[src/rtl/eeprom_seq_arb.sv]
// eeprom_seq_arb: shares the EEPROM OPB register port between two byte-level
// requesters. Grants are round-robin. Each grant is expanded into the SPI EEPROM
// command sequence. A read is a single READ. A write is WREN, WRITE, then RDSR
// polling until WIP clears.
// Optional build macro EEPROM_SEQ_VERIFY_EN: after WIP clears, a write reads
// the byte back and flags err when it differs from the written data.
module eeprom_seq_arb #(
  parameter int unsigned TIMEOUT_CYC = 20000,
  parameter int unsigned MAX_POLL    = 1000,
  parameter logic [3:0]  INST_READ   = 4'h3,
  parameter logic [3:0]  INST_WRITE  = 4'h2,
  parameter logic [3:0]  INST_WREN   = 4'h6,
  parameter logic [3:0]  INST_RDSR   = 4'h5
) (
  input  logic        OPB_CLK,
  input  logic        OPB_RST,
  input  logic        req0_req,
  input  logic        req0_wr,
  input  logic [15:0] req0_addr,
  input  logic [7:0]  req0_wdata,
  output logic        req0_ack,
  output logic [7:0]  req0_rdata,
  output logic        req0_err,
  input  logic        req1_req,
  input  logic        req1_wr,
  input  logic [15:0] req1_addr,
  input  logic [7:0]  req1_wdata,
  output logic        req1_ack,
  output logic [7:0]  req1_rdata,
  output logic        req1_err,
  output logic [31:0] eep_di,
  output logic        eep_we,
  input  logic [31:0] eep_do,
  output logic        busy
);

  typedef enum logic [3:0] {
    IDLE, WREN_ISS, WREN_WAIT, OP_ISS, OP_WAIT, POLL_ISS, POLL_WAIT, RESP
`ifdef EEPROM_SEQ_VERIFY_EN
    , VFY_ISS, VFY_WAIT
`endif
  } state_t;

  state_t      state, next_state;
  logic        grant_q, rr_q, wr_q;
  logic [15:0] addr_q;
  logic [7:0]  wdata_q, rdata_q;
  logic        err_q;
  logic [15:0] wait_cnt;
  logic        wait_first;
  logic [11:0] poll_cnt;
  logic [7:0]  req0_rdata_q, req1_rdata_q;
  logic        req0_err_q, req1_err_q;

  // Only the done bit and the data byte of eep_do carry meaning here.
  logic unused_eep_do;
  assign unused_eep_do = ^eep_do[30:8];

  // Arbitration: a lone request wins; on contention the side not served last wins.
  logic any_req, arb_grant;
  assign any_req   = req0_req | req1_req;
  assign arb_grant = (req0_req & req1_req) ? ~rr_q : req1_req;

  logic in_wait, done_ok, timed_out, wip, poll_last;
  assign in_wait = (state == WREN_WAIT) || (state == OP_WAIT) || (state == POLL_WAIT)
`ifdef EEPROM_SEQ_VERIFY_EN
                   || (state == VFY_WAIT)
`endif
                   ;
  // The done flag is stale during the first WAIT cycle, so it is masked there.
  assign done_ok   = in_wait & ~wait_first & eep_do[31];
  assign timed_out = in_wait & ~done_ok & (wait_cnt == 16'(TIMEOUT_CYC - 1));
  assign wip       = eep_do[0];
  assign poll_last = (poll_cnt + 12'd1) == 12'(MAX_POLL);

  // State register.
  always_ff @(posedge OPB_CLK or posedge OPB_RST) begin
    // NOTE: sequential state uses non-blocking assignments so every flop samples pre-edge values.
    if (OPB_RST) state <= IDLE;
    else         state <= next_state;
  end

  // Next-state logic.
  always_comb begin
    // NOTE: default first so no path leaves next_state unassigned (no latch).
    next_state = state;
    unique case (state)
      IDLE:      if (any_req) next_state = (arb_grant ? req1_wr : req0_wr) ? WREN_ISS : OP_ISS;
      WREN_ISS:  next_state = WREN_WAIT;
      WREN_WAIT: if (timed_out) next_state = RESP;
                 else if (done_ok) next_state = OP_ISS;
      OP_ISS:    next_state = OP_WAIT;
      OP_WAIT:   if (timed_out) next_state = RESP;
                 else if (done_ok) next_state = wr_q ? POLL_ISS : RESP;
      POLL_ISS:  next_state = POLL_WAIT;
      POLL_WAIT: if (timed_out) next_state = RESP;
                 else if (done_ok) begin
                   if (wip) next_state = poll_last ? RESP : POLL_ISS;
`ifdef EEPROM_SEQ_VERIFY_EN
                   else     next_state = VFY_ISS;
`else
                   else     next_state = RESP;
`endif
                 end
`ifdef EEPROM_SEQ_VERIFY_EN
      VFY_ISS:   next_state = VFY_WAIT;
      VFY_WAIT:  if (timed_out || done_ok) next_state = RESP;
`endif
      RESP:      next_state = IDLE;
      default:   next_state = IDLE;
    endcase
  end

  // Output logic: command strobe/word, busy, and ack with its response.
  always_comb begin
    eep_we     = 1'b0;
    eep_di     = 32'h0;
    busy       = (state != IDLE);
    req0_ack   = 1'b0;
    req1_ack   = 1'b0;
    req0_rdata = req0_rdata_q;
    req0_err   = req0_err_q;
    req1_rdata = req1_rdata_q;
    req1_err   = req1_err_q;
    unique case (state)
      WREN_ISS: begin
        eep_we = 1'b1;
        eep_di = {INST_WREN, 28'h0};
      end
      OP_ISS: begin
        eep_we = 1'b1;
        eep_di = {wr_q ? INST_WRITE : INST_READ, 4'h0, addr_q, wr_q ? wdata_q : 8'h00};
      end
      POLL_ISS: begin
        eep_we = 1'b1;
        eep_di = {INST_RDSR, 28'h0};
      end
`ifdef EEPROM_SEQ_VERIFY_EN
      VFY_ISS: begin
        eep_we = 1'b1;
        eep_di = {INST_READ, 4'h0, addr_q, 8'h00};
      end
`endif
      RESP: begin
        if (grant_q) begin
          req1_ack   = 1'b1;
          req1_rdata = rdata_q;
          req1_err   = err_q;
        end else begin
          req0_ack   = 1'b1;
          req0_rdata = rdata_q;
          req0_err   = err_q;
        end
      end
      default: ;
    endcase
  end

  // Datapath: grant latch, wait/poll counters, response capture and hold.
  always_ff @(posedge OPB_CLK or posedge OPB_RST) begin
    if (OPB_RST) begin
      grant_q      <= 1'b0;
      rr_q         <= 1'b1;
      wr_q         <= 1'b0;
      addr_q       <= 16'h0;
      wdata_q      <= 8'h0;
      rdata_q      <= 8'h0;
      err_q        <= 1'b0;
      wait_cnt     <= 16'h0;
      wait_first   <= 1'b0;
      poll_cnt     <= 12'h0;
      req0_rdata_q <= 8'h0;
      req1_rdata_q <= 8'h0;
      req0_err_q   <= 1'b0;
      req1_err_q   <= 1'b0;
    end else begin
      wait_first <= eep_we;
      if (eep_we)       wait_cnt <= 16'h0;
      else if (in_wait) wait_cnt <= wait_cnt + 16'd1;

      if (state == IDLE && any_req) begin
        grant_q  <= arb_grant;
        rr_q     <= arb_grant;
        wr_q     <= arb_grant ? req1_wr    : req0_wr;
        addr_q   <= arb_grant ? req1_addr  : req0_addr;
        wdata_q  <= arb_grant ? req1_wdata : req0_wdata;
        poll_cnt <= 12'h0;
        rdata_q  <= 8'h0;
        err_q    <= 1'b0;
      end

      if (timed_out) begin
        rdata_q <= 8'h0;
        err_q   <= 1'b1;
      end else if (done_ok) begin
        if (state == OP_WAIT && !wr_q) rdata_q <= eep_do[7:0];
        if (state == POLL_WAIT && wip) begin
          if (poll_last) err_q <= 1'b1;
          else           poll_cnt <= poll_cnt + 12'd1;
        end
`ifdef EEPROM_SEQ_VERIFY_EN
        if (state == VFY_WAIT) begin
          rdata_q <= eep_do[7:0];
          err_q   <= (eep_do[7:0] != wdata_q);
        end
`endif
      end

      if (state == RESP) begin
        if (grant_q) begin
          req1_rdata_q <= rdata_q;
          req1_err_q   <= err_q;
        end else begin
          req0_rdata_q <= rdata_q;
          req0_err_q   <= err_q;
        end
      end
    end
  end

endmodule

[config.mk]
export PLATFORM = sky130hd
export DESIGN_NAME = eeprom_seq_arb
export DESIGN_NICKNAME = d
export VERILOG_FILES = /design/src/rtl/eeprom_seq_arb.sv
export SDC_FILE = /design/constraint.sdc
export NUM_CORES = 1
export LEC_CHECK = 0
export ABC_AREA = 1
export CAP_MARGIN = 5
export CELL_PAD_IN_SITES_DETAIL_PLACEMENT = 1
export CELL_PAD_IN_SITES_GLOBAL_PLACEMENT = 1
export CORE_MARGIN = 5
export CORE_UTILIZATION = 33
export DETAILED_ROUTE_END_ITERATION = 8
export PLACE_DENSITY_LB_ADDON = 0.1
export SLEW_MARGIN = 20
export SYNTH_ARGS = -nofsm -noshare
export SYNTH_HDL_FRONTEND = slang
export SYNTH_SLANG_ARGS = --single-unit
[constraint.sdc]
create_clock -name OPB_CLK -period 3.98 [get_ports OPB_CLK]
set_input_delay 0.796 -clock OPB_CLK [delete_from_list [all_inputs] [get_ports OPB_CLK]]
set_output_delay 0.796 -clock OPB_CLK [all_outputs]
set_load 0.1 [all_outputs]
Yosys cells after proc, flatten, opt, wreduce, memory -nomap -nowiden
Cells that the tools add are included.
Storage, ports and cells
  register bits after elaboration: 87
  latch bits: 0
  bits in writable memories: 0
  bits in read-only memories: 0
  input bits: 86
  output and inout port bits: 54
  word-level logic and storage cells: 98
  memories: 0
Operators by class
  $add $sub $neg: 2
  multiply operators: 0
  div/mod/pow operators: 0
  $lt $le $gt $ge: 0
  equal/unequal tests: 13
  shifts and indexed selects: 0
  multiplexer cells: 48
  bitwise logic cells: 9
  reduce and logical (&&, ||, !) cells: 11
Operators with widths (number)
  31-bit case mux with 3 select lines: 1
  8-bit two-way mux: 10
  12-bit two-way mux: 5
  16-bit two-way mux: 3
  4-bit two-way mux: 7
  4-bit case mux with 7 select lines: 1
  1-bit two-way mux: 17
  16-bit by 1-bit adder with 16-bit output (second input constant): 1
  16-bit by 15-bit equality test with 1-bit output (second input constant): 1
  4-bit by 3-bit equality test with 1-bit output (second input constant): 4
  12-bit by 1-bit adder with 12-bit output (second input constant): 1
  12-bit by 10-bit equality test with 1-bit output (second input constant): 1
  3-bit != test (second input constant): 3
  4-bit by 2-bit equality test with 1-bit output (second input constant): 2
  2-bit two-way mux: 4
  1-bit AND: 5
  4-bit by 1-bit equality test with 1-bit output (second input constant): 1
  4-bit zero test: 1
  4-bit AND reduction: 1
  4-bit nonzero test: 1
  1-bit logical AND: 3
  1-bit inverter: 3
  3-bit OR reduction: 1
  1-bit logical OR: 2
  other kinds (4): 4

Logic depth before layout (Yosys ltp)
Gate-level depths: netlist (run 1).
  depth in word-level cells: 10
  gate-level depth with buffers: 17
  mapped depth without buffers: 17

Worst setup path after synthesis (run 1)
Ideal clock, no wire load.
  path type: reg-to-output
  start: register state[1]
  end: output eep_di[28]
  data arrival time: 3062 ps
  required time: 3184 ps
  setup slack: 122 ps
  stages on the path, launching flop included: 5
  path buffers: 1
  cell sequence: dfrtp_1 > buf_2 > nor2_1 > nand2_1 > o21ai_0
On the way
  longest elaborated chain between the ends: 2
  elaborated cells on any way between the ends: 4
  classes of those cells: eq/ne: 3; mux: 1
RTL lines
  from (decl): line 44  | state_t state, next_state;
  from (signal assigned): line 80  | else state <= next_state;
  4-bit by 3-bit equality test with 1-bit output, or another cell as far along: line 125  | unique case (state)
  31-bit case mux with 3 select lines *: line 125
  to (decl): line 31  | output logic [31:0] eep_di,
Every way passes the cells marked *; elsewhere a longest branch is shown, timed or not.

Final worst setup path (run 1)
Ends and elaborated chain as after synthesis.

==> results of run 1 <==
==> worst max-delay path, cell delays in order, from the launching register on <==
cell and delay [ns]:
dfrtp_1 0.48, nand2_1 0.12, nor2_1 0.22, clkinv_1 0.49
o21ai_0 0.34, buf_4 0.34
==> report_power, final <==
part	internal (uW)	total, uW	switching (uW)
combinational	618	2760	2150
clock	491	860	369
sequential	1180	1320	135
==> flip-flops by register name, summed over array words and instances, names as in the netlist, 3 cells and up <==
| signal | count |
|---|---|
| poll_cnt | 12 |
| req0_rdata_q | 8 |
| wdata_q | 8 |
| state | 3 |
| wait_cnt | 16 |
| rdata_q | 8 |
| req1_rdata_q | 8 |
| addr_q | 16 |
==> final cells by class <==
cell class	instances	area share (%)
repair buffers	118	18.1
clock buffers	10	3.93
inverters	84	5.47
flip-flops and latches	86	36.9
multi-input cells	373	30.6
well taps	176	3.78
clock inverters	6	1.18
==> cell usage in the layout (no fill, tap or decap), types with 2 or more instances in the layout <==
cell type / count
nor2_1: 108
dfrtp_1: 85
nand2_1: 83
inv_1: 78
clkdlybuf4s50_1: 63
buf_4: 54
o21ai_0: 47
a21oi_1: 30
o22ai_1: 26
nand3_1: 21
clkbuf_16: 9
nor3_1: 7
o21ai_1: 7
nand4_1: 6
nor2_2: 5
nand2_2: 5
nor4_1: 5
conb_1: 5
inv_2: 3
ha_1: 3
o21a_1: 2
a22oi_1: 2
clkinv_2: 2
inv_6: 2
==> cell families after synthesis <==
logic type	Yosys count	synth area share (%)
AND/OR/NAND/NOR	243	23.8
AO/OA/AOI/OAI	121	15.6
buffers and inverters	104	9.76
flip-flops	86	49.6
adder cells (fa/ha/maj)	3	0.864
multiplexers	1	0.230
other	1	0.0863
==> layer usage <==
| metal | vias up | GRT usage, % | part of all wire (%) |
|---|---|---|---|
| li1 | 2020 | - | - |
| met1 | 1991 | 21.3 | 45 |
| met2 | 79 | 28.3 | 49 |
| met3 | 15 | 4.33 | 4.8 |
| met4 | 0 | 5.74 | 1.6 |
| met5 | - | 0 | 0 |
==> worst max-delay path by stage <==
| stage | from | endpoint | slack (ns) |
|---|---|---|---|
| finish | state[1] | eep_di[28] | 0.84 |
| floorplan | state[1] | eep_di[28] | 0.12 |
| CTS | state[1] | eep_di[28] | 0.75 |
| global route | state[1] | eep_di[28] | 0.61 |
| global placement | state[1] | eep_di[28] | 1.24 |
| detailed placement | state[1] | eep_di[28] | 1.15 |
==> synth_stat cells (2+ instances only) <==
library cell	count
nor2_2	5
buf_4	7
buf_2	4
o21a_1	2
inv_1	79
inv_2	3
o22ai_1	26
nor2_1	108
dfrtp_1	85
ha_1	3
a22oi_1	2
o21ai_0	47
nand2_1	83
nand3_1	21
a21oi_1	30
nand2_2	5
nand4_1	6
o21ai_1	7
clkbuf_1	9
nor4_1	5
nor3_1	7
==> stage by stage <==
step,worst slack (ns),cells
after floorplan,0.122,563
after global placement,1.24,837
after detailed placement,1.15,837
after CTS,0.751,853
after global routing,0.614,853
final,0.840,853
==> impl_metrics.csv, run 1 <==
group,metric,value,unit
cells_and_area,nets,761,
cts,clockRootBuffer,"clkbuf_16",
cts,cts_resized,0,
setup_path,cp.arrival,2.34,ns
die,row_count,42,
setup_path,path_max_fanout,17,
setup_path,critical_path_class,"reg2out",
cts,clockBufferDepth,2,
setup_path,r2r-end,"poll_cnt[10]",
detailed_routing,drt-total-wl,13000,um
timing,setup_tns,0,ns
detailed_routing,drc,0,
detailed_routing,dr.pass1.iters,4,
pwr,ir_drop,375,uV
cells_and_area,nFillCells,1583,
cells_and_area,antennaDiodeCount,0,
min_path,min-delay-start,"rr_q",
placed_design,io_buffer_count,111,
synthesis,netlist_area,4340,sq um
placed_design,dpl_cell_area,5530,sq um
timing,rsz0062_at_grt,"no",
timing,worst_pin_slew,0.966,ns
detailed_routing,via_count,4105,
grt,grt_pass1_wl,21700,um
synthesis,synth_cell_types,36,
min_path,hold_path_class,"reg2reg",
detailed_routing,wl_per_cell,15.2,um
cells_and_area,syn2layout_area_growth,34.2,%
cts,insertion_delay,0.34,ns
cells_and_area,drive_gt1_share,13.4,%
synthesis,synth.yosys.seq_area_share,49.6,%
cells_and_area,final_core_util,44.5,%
detailed_routing,drt_iter0_markers,186,
synthesis,syn_avg_cell_area,7.77,sq um
timing,fin_hold_ws,0.465,ns
synthesis,ys_top_cells_by_area,"dfrtp_1 49%, nor2_1 9.3%, nand2_1 7.2%",
timing,clock_skew,0.00810,ns
synthesis,syn_inst,559,
timing,setup_violations,0,
detailed_routing,vias_per_cell,4.81,
die,io_pins,140,
cts,cts_tree,"yes",
cells_and_area,design_area,5830,sq um
synthesis,async_flop_share,100,%
placed_design,routabilityCongestion,0.787,
timing,fmax,318,MHz
grt,grt_overflow_total,0,
min_path,whs_endpoint,"rr_q",
grt,grt.total_usage,16.9,%
job,drv_cap,0,
grt,first_global_vias,4420,
placed_design,dp_hpwl,9740,um
grt,grt_antenna_before_repair,0,
synthesis,synth_top_area_share,49.0,%
cts,cts.clk_slew.worst_paths,0.07,ns
setup_path,rrSetupSlack,1.73,ns
die,die_x,125,um
detailed_routing,final_antenna_net_count,0,
synthesis,synth-seq-cells,86,
setup_path,startpoint_type,"flop",
cts,cts.sinks,86,
die,die-area,15600,sq um
status,outcome,"finished, final reports clean",
synthesis,synth_edf_count,0,
grt,grt_max_degree,47,
cells_and_area,seqCellArea,2150,sq um
setup_path,regToRegStartpoint,"poll_cnt[0]",
cts,cts_buffers,9,
synthesis,ys.flop_type,"dfrtp_1",
die,die_h,125,um
setup_path,reg2regPathDepth,14,
pwr,p_per_area,848,nW/um^2
cells_and_area,multiInputGateArea,1780,sq um
min_path,min_path_cells,2,
cts,hold_buffers,0,
pwr,power.leakage,0.00271,uW
synthesis,synth.largest_area_cell,"dfrtp_1",
die,coreArea,13100,sq um
cts,cts_setup_buffers,0,
die,initial_core_util,33.2,%
cts,htreeDepth,3,
timing,hold_viol_final,0,
timing,min_period,3.14,ns
timing,slew_violations,0,
synthesis,yosys_warnings,0,
timing,min_period_over_period,78.9,%
setup_path,cp.required,3.18,ns
pwr,finalPower,4940,uW
timing,relSlewSlack,35.4,%
setup_path,crit_path_end_kind,"output port",
Power figures use the tool's default switching activity.
==> inputs of run 2 (changes only) <==
clock period = 3.1 ns   (was 3.98 ns; I/O delays follow)
==> run 2 against run 1 <==
Effect of this change:
- first-iteration DRC count grew 8.6%
- worst hold slack improved by 0.017 ns
- critical path type unchanged
- total power grew 41%
- final area rose by 8.7%
- core utilization increased by 3.9 points
- critical path depth is 1 higher
- clock skew decreased by 0.0010 ns
- non-clock buffer count increased by 4
- critical endpoint is now req1_rdata[5]
- via count up 2.1%
==> impl_metrics.csv, run 2 (synthesis gave the netlist of run 1 again) <==
group,metric,value,unit
die,die_h,125,um
cts,cts_setup_buffers,0,
timing,clock_skew,0.00707,ns
min_path,whs_endpoint,"rr_q",
grt,first_global_vias,4720,
pwr,share_seq_of_total_power,24.4,%
grt,grt_overflow_total,0,
cells_and_area,final_core_util,48.4,%
grt,grt_max_degree,41,
die,row_count,42,
grt,grt_pass1_wl,22500,um
grt,grt_use_met2,32.0,%
grt,top_usage_layer,"met2",
setup_path,startpoint_type,"flop",
cts,cts_buffers,9,
min_path,hold_path_class,"reg2reg",
placed_design,routabilityCongestion,0.791,
grt,grt_antenna_before_repair,0,
cells_and_area,top_regs,"addr_q: 16 flops, wait_cnt: 16 flops, poll_cnt: 12 flops",
pwr,switching_share,50.7,%
timing,min_period_over_period,84.6,%
cells_and_area,antennaDiodeCount,0,
timing,worst_pin_slew,0.713,ns
pwr,p_int,3430,uW
timing,min_period,2.62,ns
detailed_routing,via_count,4192,
die,die-area,15600,sq um
cells_and_area,nets,765,
timing,hold_viol_final,0,
timing,fin_hold_ws,0.483,ns
cells_and_area,stdcell_count,856,
cts,cts_resized,0,
setup_path,path_max_fanout,19,
cells_and_area,drive_gt1_share,15.1,%
cells_and_area,seqCellArea,2150,sq um
grt,grt_util_met1,19.6,%
pwr,p_per_area,1100,nW/um^2
cts,insertion_delay,0.34,ns
cells_and_area,mostFrequentLayoutCell,"nor2_1",
detailed_routing,wl_per_cell,15.9,um
cts,cts.sinks,86,
setup_path,rrSetupSlack,0.91,ns
cells_and_area,nFillCells,1531,
die,die_x,125,um
placed_design,dp_hpwl,10300,um
setup_path,path_cells,"nand3_1 > nor2_1 > buf_4 > nor2_1 > a21oi_1 > buf_12",
cells_and_area,multiInputGateArea,1810,sq um
setup_path,critical_path_class,"reg2out",
placed_design,dp.cells,841,
detailed_routing,dr.pass1.iters,4,
cts,cts.clk_slew.worst_paths,0.06,ns
pwr,ir_drop,346,uV
setup_path,r2r-end,"poll_cnt[6]",
cts,hold_buffers,0,
status,outcome,"finished, final reports clean",
min_path,min_path_cells,2,
timing,relSlewSlack,52.4,%
cells_and_area,layout_common_cells,"107 x nor2_1, 85 x dfrtp_1, 83 x nand2_1",
cts,clockRootBuffer,"clkbuf_16",
setup_path,cp.required,2.48,ns
cts,htreeDepth,3,
cts,clockBufferDepth,2,
pwr,clkPwrFrac,15.4,%
setup_path,max_stage_delay,0.51,ns
pwr,pwr-share-comb,60.3,%
setup_path,reg2regPathDepth,15,
cts,cts_tree,"yes",
pwr,power_switching,3530,uW
timing,slew_violations,0,
setup_path,regToRegStartpoint,"poll_cnt[0]",
setup_path,crit_slowest_cell,"dfrtp_1",
timing,fmax,381,MHz
job,drv_cap,0,
die,io_pins,140,
setup_path,crit_path_end_kind,"output port",
setup_path,path_common_cell,"nor2_1",
placed_design,io_buffer_count,111,
detailed_routing,drt-total-wl,13600,um
cells_and_area,syn2layout_area_growth,45.8,%
die,initial_core_util,33.2,%
setup_path,cp.arrival,2.00,ns
min_path,min-delay-start,"rr_q",
setup_path,critical_path.top_delay_family,"flip-flops",
timing,setup_violations,0,
die,coreArea,13100,sq um
grt,grt.total_usage,17.7,%
detailed_routing,drt_iter0_markers,202,
detailed_routing,final_antenna_net_count,0,
detailed_routing,drc,0,
timing,setup_tns,0,ns
detailed_routing,vias_per_cell,4.90,
grt,use_met3,5.62,%
timing,rsz0062_at_grt,"no",
pwr,power.leakage,0.00286,uW
setup_path,crit_buf_inv,2,
-- run 2: area by class of cell --
type                            count  share of cell area [%]
Sequential cell                    86                    34.0
Multi-Input combinational cell    373                    28.5
Timing Repair Buffer              122                    24.4
Inverter                           84                    5.04
Clock buffer                        9                    3.56
Tap cell                          176                    3.48
Clock inverter                      6                    1.01
-- run 2: how the worst max path moves through the flow --
stage	endpoint	depth (start not counted)	startpoint
6_report	req1_rdata[5]	6	state[1]
4_1_cts	req1_rdata[5]	6	state[1]
3_5_place_dp	poll_cnt[6]	10	eep_do[31]
3_3_place_gp	poll_cnt[10]	10	eep_do[31]
2_1_floorplan	req0_rdata[3]	5	state[1]
5_1_grt	req1_rdata[5]	6	state[1]
-- run 2: worst register-to-register path: stages, from the launching register on --
cell and delay [ns]:
dfrtp_1 0.45, ha_1 0.24, nand2_1 0.16, inv_1 0.09, nor2_1 0.13, nor2_1 0.06
nand2_1 0.06, nor2_1 0.05, nand2_1 0.06, nor2_1 0.04, nand2_1 0.12, nand2_2 0.10
inv_2 0.21, nor2_8 0.05, inv_2 0.16, o22ai_1 0.09
-- run 2: per-layer routing --
| layer | share of wire [%] | wire length, um | vias up |
|---|---|---|---|
| met3 | 6.2 | 843 | 16 |
| met5 | 0 | 0 | - |
| li1 | - | - | 2027 |
| met2 | 52 | 7040 | 93 |
| met1 | 40 | 5450 | 2056 |
| met4 | 1.8 | 242 | 0 |
-- run 2: power by group through the flow --
stage               clock network [uW]  registers, uW  logic (uW)
floorplan                            0           1660        2850
global placement                     0           1700        4140
detailed placement                   0           1720        4220
CTS                               1110           1700        4240
global route                      1140           1730        4450
finish                            1070           1700        4190
-- run 2: metrics by stage --
step,setup slack (ns),total power (uW),area (sq um)
4_1_cts,0.448,7050,6330
3_3_place_gp,0.698,5830,6050
2_1_floorplan,-0.343,4500,4390
6_report,0.477,6960,6330
3_5_place_dp,0.670,5940,6050
5_1_grt,0.293,7320,6330
